==> src/rtl/id_ex_stage_pkg.sv <==
// Shared definitions for the ID/EX pipeline stage: opcodes, control-vector
// field layout, the per-opcode control encodings and small decode helpers.
package id_ex_stage_pkg;

    // Primary opcodes (Instr[31:26])
    localparam logic [5:0] OP_RTYPE = 6'h00;
    localparam logic [5:0] OP_LW    = 6'h23;
    localparam logic [5:0] OP_SW    = 6'h2B;
    localparam logic [5:0] OP_BEQ   = 6'h04;

    // Control field widths
    localparam int unsigned WB_W  = 2;
    localparam int unsigned MEM_W = 3;
    localparam int unsigned EX_W  = 4;

    // WB field: {RegWrite, MemtoReg}
    localparam int unsigned WB_REGWRITE = 1;
    localparam int unsigned WB_MEMTOREG = 0;

    // MEM field: {Branch, MemRead, MemWrite}
    localparam int unsigned MEM_BRANCH   = 2;
    localparam int unsigned MEM_MEMREAD  = 1;
    localparam int unsigned MEM_MEMWRITE = 0;

    // EX field: {RegDst, ALUOp[1:0], ALUSrc}
    localparam int unsigned EX_REGDST    = 3;
    localparam int unsigned EX_ALUOP_LSB = 1;
    localparam int unsigned EX_ALUSRC    = 0;

    typedef struct packed {
        logic [WB_W-1:0]  wb;
        logic [MEM_W-1:0] mem;
        logic [EX_W-1:0]  ex;
    } ctrl_t;

    // Per-opcode encodings built from the field positions
    localparam logic [WB_W-1:0]  WB_RTYPE  = WB_W'(1 << WB_REGWRITE);
    localparam logic [WB_W-1:0]  WB_LW     = WB_W'(1 << WB_REGWRITE) | WB_W'(1 << WB_MEMTOREG);
    localparam logic [MEM_W-1:0] MEM_LW    = MEM_W'(1 << MEM_MEMREAD);
    localparam logic [MEM_W-1:0] MEM_SW    = MEM_W'(1 << MEM_MEMWRITE);
    localparam logic [MEM_W-1:0] MEM_BEQ   = MEM_W'(1 << MEM_BRANCH);
    localparam logic [EX_W-1:0]  EX_RTYPE  = EX_W'(1 << EX_REGDST) | EX_W'(2 << EX_ALUOP_LSB);
    localparam logic [EX_W-1:0]  EX_MEMACC = EX_W'(1 << EX_ALUSRC);
    localparam logic [EX_W-1:0]  EX_BEQ    = EX_W'(1 << EX_ALUOP_LSB);

    localparam ctrl_t CTRL_NOP   = '{wb: '0,       mem: '0,      ex: '0};
    localparam ctrl_t CTRL_RTYPE = '{wb: WB_RTYPE, mem: '0,      ex: EX_RTYPE};
    localparam ctrl_t CTRL_LW    = '{wb: WB_LW,    mem: MEM_LW,  ex: EX_MEMACC};
    localparam ctrl_t CTRL_SW    = '{wb: '0,       mem: MEM_SW,  ex: EX_MEMACC};
    localparam ctrl_t CTRL_BEQ   = '{wb: '0,       mem: MEM_BEQ, ex: EX_BEQ};

    // Main control decoder; unknown opcodes decode to a NOP
    function automatic ctrl_t decode_ctrl(input logic [5:0] op);
        case (op)
            OP_RTYPE: return CTRL_RTYPE;
            OP_LW:    return CTRL_LW;
            OP_SW:    return CTRL_SW;
            OP_BEQ:   return CTRL_BEQ;
            default:  return CTRL_NOP;
        endcase
    endfunction

    // Opcodes that read rt as a source operand (lw writes rt instead)
    function automatic logic reads_rt(input logic [5:0] op);
        return (op == OP_RTYPE) || (op == OP_SW) || (op == OP_BEQ);
    endfunction

endpackage

==> src/rtl/id_ex_stage_reg_file.sv <==
// Register file: REG_CNT x DATA_W, two combinational read ports, one write port.
// Register 0 reads as zero and ignores writes; a read of the register being
// written in the same cycle returns the incoming write data.
// Ports: clk, rst (async, active-high, clears all registers), we/waddr/wdata
// write port, raddr1/raddr2 read addresses, rdata1/rdata2 read data.
module reg_file #(
    parameter int unsigned DATA_W  = 32,
    parameter int unsigned REG_CNT = 32
) (
    input  logic                       clk,
    input  logic                       rst,
    input  logic                       we,
    input  logic [$clog2(REG_CNT)-1:0] waddr,
    input  logic [DATA_W-1:0]          wdata,
    input  logic [$clog2(REG_CNT)-1:0] raddr1,
    input  logic [$clog2(REG_CNT)-1:0] raddr2,
    output logic [DATA_W-1:0]          rdata1,
    output logic [DATA_W-1:0]          rdata2
);

    localparam int unsigned AW = $clog2(REG_CNT);

    logic [DATA_W-1:0] regs [REG_CNT];
    logic              wr_hit;

    // Effective write: never to r0, never while in reset
    assign wr_hit = we && (waddr != '0) && !rst;

    always_ff @(posedge clk or posedge rst) begin
        if (rst) begin
            for (int i = 0; i < int'(REG_CNT); i++) begin
                regs[i] <= '0;
            end
        end else if (wr_hit) begin
            regs[waddr] <= wdata;
        end
    end

    // Read ports with write-through bypass
    always_comb begin
        rdata1 = regs[raddr1];
        rdata2 = regs[raddr2];
        if (raddr1 == AW'(0)) begin
            rdata1 = '0;
        end else if (wr_hit && (waddr == raddr1)) begin
            rdata1 = wdata;
        end
        if (raddr2 == AW'(0)) begin
            rdata2 = '0;
        end else if (wr_hit && (waddr == raddr2)) begin
            rdata2 = wdata;
        end
    end

endmodule

==> src/rtl/id_ex_stage.sv <==
// ID stage with ID/EX pipeline register: decodes the IF/ID instruction, reads
// the register file, detects load-use hazards and registers all fields for EX.
// Ports:
//   Clk, Rst               clock, async active-high reset
//   Instr, IF_ID_Valid     instruction from IF/ID and its valid flag
//   PC_IN                  PC+4 of the instruction
//   PCSrc                  branch taken: squash the instruction in ID
//   RegWrite/WriteReg/WriteData  write-back port
//   EX_MemRead, EX_Rt      load in EX and its destination register
//   Stall                  combinational hazard stall (holds PC and IF/ID)
//   PC_OUT..VALID_OUT      registered ID/EX fields
module id_ex_stage
    import id_ex_stage_pkg::*;
#(
    parameter int unsigned DATA_W  = 32,
    parameter int unsigned REG_CNT = 32
) (
    input  logic                       Clk,
    input  logic                       Rst,
    input  logic [31:0]                Instr,
    input  logic                       IF_ID_Valid,
    input  logic [DATA_W-1:0]          PC_IN,
    input  logic                       PCSrc,
    input  logic                       RegWrite,
    input  logic [$clog2(REG_CNT)-1:0] WriteReg,
    input  logic [DATA_W-1:0]          WriteData,
    input  logic                       EX_MemRead,
    input  logic [$clog2(REG_CNT)-1:0] EX_Rt,
    output logic                       Stall,
    output logic [DATA_W-1:0]          PC_OUT,
    output logic [DATA_W-1:0]          RD1_OUT,
    output logic [DATA_W-1:0]          RD2_OUT,
    output logic [DATA_W-1:0]          IMM_OUT,
    output logic [$clog2(REG_CNT)-1:0] RS_OUT,
    output logic [$clog2(REG_CNT)-1:0] WR1_OUT,
    output logic [$clog2(REG_CNT)-1:0] WR2_OUT,
    output logic [WB_W-1:0]            WB_OUT,
    output logic [MEM_W-1:0]           MEM_OUT,
    output logic [EX_W-1:0]            EX_OUT,
    output logic                       VALID_OUT
);

    localparam int unsigned AW = $clog2(REG_CNT);

    logic [5:0]        opcode;
    logic [AW-1:0]     rs;
    logic [AW-1:0]     rt;
    logic [AW-1:0]     rd;
    logic [DATA_W-1:0] imm_ext;
    logic [DATA_W-1:0] rd1;
    logic [DATA_W-1:0] rd2;
    ctrl_t             ctrl;
    logic              load_use;
    logic              bubble;

    // Instruction field extraction (register fields keep their low AW bits)
    assign opcode  = Instr[31:26];
    assign rs      = AW'(Instr[25:21]);
    assign rt      = AW'(Instr[20:16]);
    assign rd      = AW'(Instr[15:11]);
    assign imm_ext = DATA_W'($signed(Instr[15:0]));
    assign ctrl    = decode_ctrl(opcode);

    reg_file #(
        .DATA_W (DATA_W),
        .REG_CNT(REG_CNT)
    ) u_reg_file (
        .clk   (Clk),
        .rst   (Rst),
        .we    (RegWrite),
        .waddr (WriteReg),
        .wdata (WriteData),
        .raddr1(rs),
        .raddr2(rt),
        .rdata1(rd1),
        .rdata2(rd2)
    );

    // Load-use hazard: the load in EX produces a register this instruction reads
    assign load_use = IF_ID_Valid && EX_MemRead && (EX_Rt != AW'(0)) &&
                      ((EX_Rt == rs) || ((EX_Rt == rt) && reads_rt(opcode)));

    // A taken branch squashes the instruction anyway, so it overrides the stall
    assign Stall  = load_use && !PCSrc && !Rst;
    assign bubble = Stall || PCSrc || !IF_ID_Valid;

    // ID/EX pipeline register; data fields always load, controls zero on bubble
    always_ff @(posedge Clk or posedge Rst) begin
        if (Rst) begin
            PC_OUT    <= '0;
            RD1_OUT   <= '0;
            RD2_OUT   <= '0;
            IMM_OUT   <= '0;
            RS_OUT    <= '0;
            WR1_OUT   <= '0;
            WR2_OUT   <= '0;
            WB_OUT    <= '0;
            MEM_OUT   <= '0;
            EX_OUT    <= '0;
            VALID_OUT <= 1'b0;
        end else begin
            PC_OUT  <= PC_IN;
            RD1_OUT <= rd1;
            RD2_OUT <= rd2;
            IMM_OUT <= imm_ext;
            RS_OUT  <= rs;
            WR1_OUT <= rt;
            WR2_OUT <= rd;
            if (bubble) begin
                WB_OUT    <= '0;
                MEM_OUT   <= '0;
                EX_OUT    <= '0;
                VALID_OUT <= 1'b0;
            end else begin
                WB_OUT    <= ctrl.wb;
                MEM_OUT   <= ctrl.mem;
                EX_OUT    <= ctrl.ex;
                VALID_OUT <= 1'b1;
            end
        end
    end

endmodule

==> config.mk <==
export PLATFORM = sky130hd
export DESIGN_NAME = id_ex_stage
export DESIGN_NICKNAME = d
export VERILOG_FILES = /design/src/rtl/id_ex_stage_pkg.sv /design/src/rtl/id_ex_stage_reg_file.sv /design/src/rtl/id_ex_stage.sv
export SDC_FILE = /design/constraint.sdc
export NUM_CORES = 2
export LEC_CHECK = 0
export BUFFER_PORTS_ARGS = -buffer_cell sky130_fd_sc_hd__buf_2
export CAP_MARGIN = 10
export CORE_MARGIN = 1
export CORE_UTILIZATION = 55
export DETAILED_ROUTE_END_ITERATION = 6
export GPL_TIMING_DRIVEN = 1
export PLACE_DENSITY_LB_ADDON = 0.05
export SYNTH_ARGS = -nofsm -noshare
export SYNTH_HDL_FRONTEND = slang
export SYNTH_SLANG_ARGS = --single-unit
==> constraint.sdc <==
create_clock -name Clk -period 51 [get_ports Clk]
set_clock_uncertainty 0.05 [all_clocks]
set_input_delay 0 -clock Clk [delete_from_list [all_inputs] [get_ports Clk]]
set_output_delay 0 -clock Clk [all_outputs]
set_load 0.05 [all_outputs]
==> impl_results.md <==
- Leakage: 30.66 nW
- Setup TNS after final layout: 0 ns
- Critical path capture point type: primary output
- Kind of critical path: in -> out
- H-tree level count: 4
- Standard cell with the maximum stage delay on the critical path: buf_4
- Total number of vias: 40,079
- Cell chain of the critical path: dlygate4sd3_1, buf_8, buf_4, buf_4, buf_4, xnor2_1, nand3_1, dlygate4sd3_1, a21oi_1, nor2b_1, buf_2
- Per-instance average area after synthesis: 14.21 um^2
- Layout-stage area growth over the synthesis result: 13.37%
- Share of final-layout standard cells stronger than drive strength 1: 45.18%
- Maximum number of pins on one net before global-route repair: 161
- Antenna violations before repair: 12
- Number of placed I/O pins: 266
- RePlAce Congestion: 0.8452
- Status: finished, final reports clean
- Startpoint kind of the worst setup timing path: input port
- Most common cell after layout, fill and taps aside: dfrtp_1
- Setup slack after placement: 45.94 ns
- Routed wire length: 196,800 um
- Overflow after GRT: 0
- Total DRC errors in the routed layout: 0
- Area of all sequential standard cells: 0.02885 mm^2
- TritonCTS clock tree: yes
- Global-route wire length before repair: 285,100 um
- Power density cells: 37.61 mW/mm^2
- Routed length per instance: 33.68 um
- Post-cts repair resize count: 0
- Die Footprint: 0.1087 mm^2
- Library cell used as clock root buffer: clkbuf_16
- Total area of multi-input combinational cells: 0.02794 mm^2
- Ratio of routed vias to standard cells: 6.858
- Core utilization of the finished layout: 63.25%
- Buffers from clock root to sink, at most: 3
- First drt pass iteration count: 6
- Post-synthesis async set-or-reset flop share: 100.0%
- Die span in x: 329.7 um
- Hold Crit Class: in -> reg
- GRT Resource Usage Total: 36.66%
- Count of antenna-violating nets left after detailed routing: 0
- Synth area leader: dfrtp_1
- Mapped cell area: 0.05906 mm^2
- HPWL after DPL: 111,300 um
- Overall die height: 329.7 um
- Portion of synthesized cell area occupied by the leading cell type: 48.85%
- Cts hold-fix bufs: 163
- Top area cells in the synthesized netlist: dfrtp_1, mux2_2, mux4_2
- Unrepaired setup endpoints after global routing: no
- Fraction of the cycle the final worst path needs: 10.64%
- Clk pin slew, worst setup/hold paths: 0.06 ns
- Clock latency reported for the late side of the worst-skew pair: 0.75 ns
- Filler cell count in the final layout: 7,992
- Cell Rows: 119
- Maximum vdd ir drop: 0.03658 mV
- Number of nets in the synthesized netlist: 4,268
- Via count of the first global-routing pass: 40,147
- Total of warnings raised by yosys: 0
- TritonCTS Buffers: 132
- Post-CTS Setup Repair Bufs: 0
- Crit path top cell by count: buf_4
- Count of clock tree sinks: 1,153
- Count of flip-flops with a built-in enable after synthesis: 0
- Worst-margin pin slew: 1.266 ns
- Total of flip-flops plus latches after synthesis: 1,153
- Post-layout nets: 4,454
- Port Buffers: 265
- Total of endpoints with negative setup slack in the final report: 0
- Starting utilization of the core area: 55.79%
- Worst setup margin: 45.57 ns
- Max_slew headroom: 15.27%
- Tmin final: 5.428 ns
- Top achievable clock speed: 0.1842 GHz
- Hold slack: 0.1247 ns
- Crit-path max FO: 67
- Most frequent cells in the layout: dfrtp_1, mux2_2, mux4_2
- Final hold violation count: 0
- Syn Inst Count: 4,156
- Data required time of the critical path: 50.95 ns
- Iteration-0 DRC Markers: 4,276
- Synth cell types: 59
- Arrival time at the worst endpoint: 5.38 ns
- Std-Cell Core Area: 0.1059 mm^2
- Number of max-capacitance violations reported: 0
- Top FF cell, synth: dfrtp_1
- Portion of the post-synthesis area used by sequential elements: 48.85%
- Slowest cell delay on critical path: 0.80 ns
- Final slew viol count: 0
## metal layers
| metal | track usage, % | vias up | part of all wire [%] | routed length [um] |
|---|---|---|---|---|
| li1 | - | 16209 | - | - |
| met1 | 51.67 | 21471 | 42 | 82300 |
| met2 | 55.03 | 1933 | 45 | 88350 |
| met3 | 9.548 | 452 | 9.5 | 18700 |
| met4 | 13.37 | 14 | 3.8 | 7394 |
| met5 | 0 | - | 0.043 | 85 |
## critical path: cells and delay by family
family / cells / cell delay, ns
xor+xnor: 1 / 0.19
simple gates: 2 / 0.28
compound gates: 1 / 0.46
buf+inv: 7 / 4.28
## registers in the layout, summed over array words and instances (netlist names)
name             cells
WB_OUT               1
PC_OUT              32
IMM_OUT             12
RD2_OUT             32
EX_OUT               3
WR1_OUT              5
RD1_OUT             32
MEM_OUT              2
u_reg_file.regs   1024
VALID_OUT            1
RS_OUT               5
WR2_OUT              4
## Yosys cell counts, drive strengths merged, types with 6 or more instances
| master | n |
|---|---|
| nor4 | 27 |
| o221ai | 10 |
| nor2b | 8 |
| a2111oi | 10 |
| a221oi | 63 |
| a21oi | 53 |
| a221o | 21 |
| dfrtp | 1153 |
| xor2 | 13 |
| and2 | 7 |
| nor3b | 7 |
| nor3 | 52 |
| mux4 | 344 |
| o211ai | 33 |
| a21o | 10 |
| mux2 | 1044 |
| a22o | 10 |
| clkbuf | 214 |
| a31oi | 10 |
| o21ai | 65 |
| o21a | 23 |
| a22oi | 44 |
| nand2b | 8 |
| mux2i | 295 |
| buf | 266 |
| o31a | 9 |
| nand3 | 18 |
| nand3b | 6 |
| nor2 | 129 |
| nand2 | 43 |
| o22ai | 105 |
| a211oi | 22 |
| xnor2 | 7 |
## cell families after synthesis
group | share of synthesized area [%]
DFF | 48.85
AOI/OAI and AO/OA | 5.828
xor gates and xnor gates | 0.2966
buffers and inverters | 4.299
and+or+nand+nor | 2.635
muxes | 38.09
## final timing paths
kind | startpoint | end | slack (ns) | depth (start not counted)
setup reg to reg | u_reg_file.regs[245] | RD2_OUT[21] | 48.81 | 5
setup / recovery | Instr[21] | Stall | 45.57 | 11
hold reg to reg | u_reg_file.regs[1010] | u_reg_file.regs[1010] | 0.35 | 0
min in group asynchronous | Rst | RD2_OUT[20] | 0.51 | 4
hold / removal | WriteReg[0] | u_reg_file.regs[216] | 0.12 | 4
max in group asynchronous | Rst | u_reg_file.regs[76] | 45.78 | 9
## layout make-up
class | count | share of cell area [%]
inverters | 5 | 0.03924
clock buffers | 195 | 5.952
flip-flops and latches | 1153 | 43.09
multi-input cells | 2518 | 41.72
well taps | 1391 | 2.599
diodes | 4 | 0.01495
repair buffers | 532 | 5.722
clock inverters | 46 | 0.8596
## through the flow
stage / power [mW] / instance area, um^2 / std cells
floorplan: 1.414 / 59060 / 4156
global placement: 1.511 / 60750 / 5436
detailed placement: 1.522 / 60750 / 5436
CTS: 2.524 / 66950 / 5840
global route: 2.604 / 66950 / 5841
finish: 2.518 / 66960 / 5844
## power by group
group / internal, mW / switching, mW / leakage (nW)
Combinational: 0.208 / 0.204 / 13.2
Clock: 0.598 / 0.397 / 2.26
Sequential: 1.03 / 0.0827 / 15.2
Power figures use the tool's default switching activity.
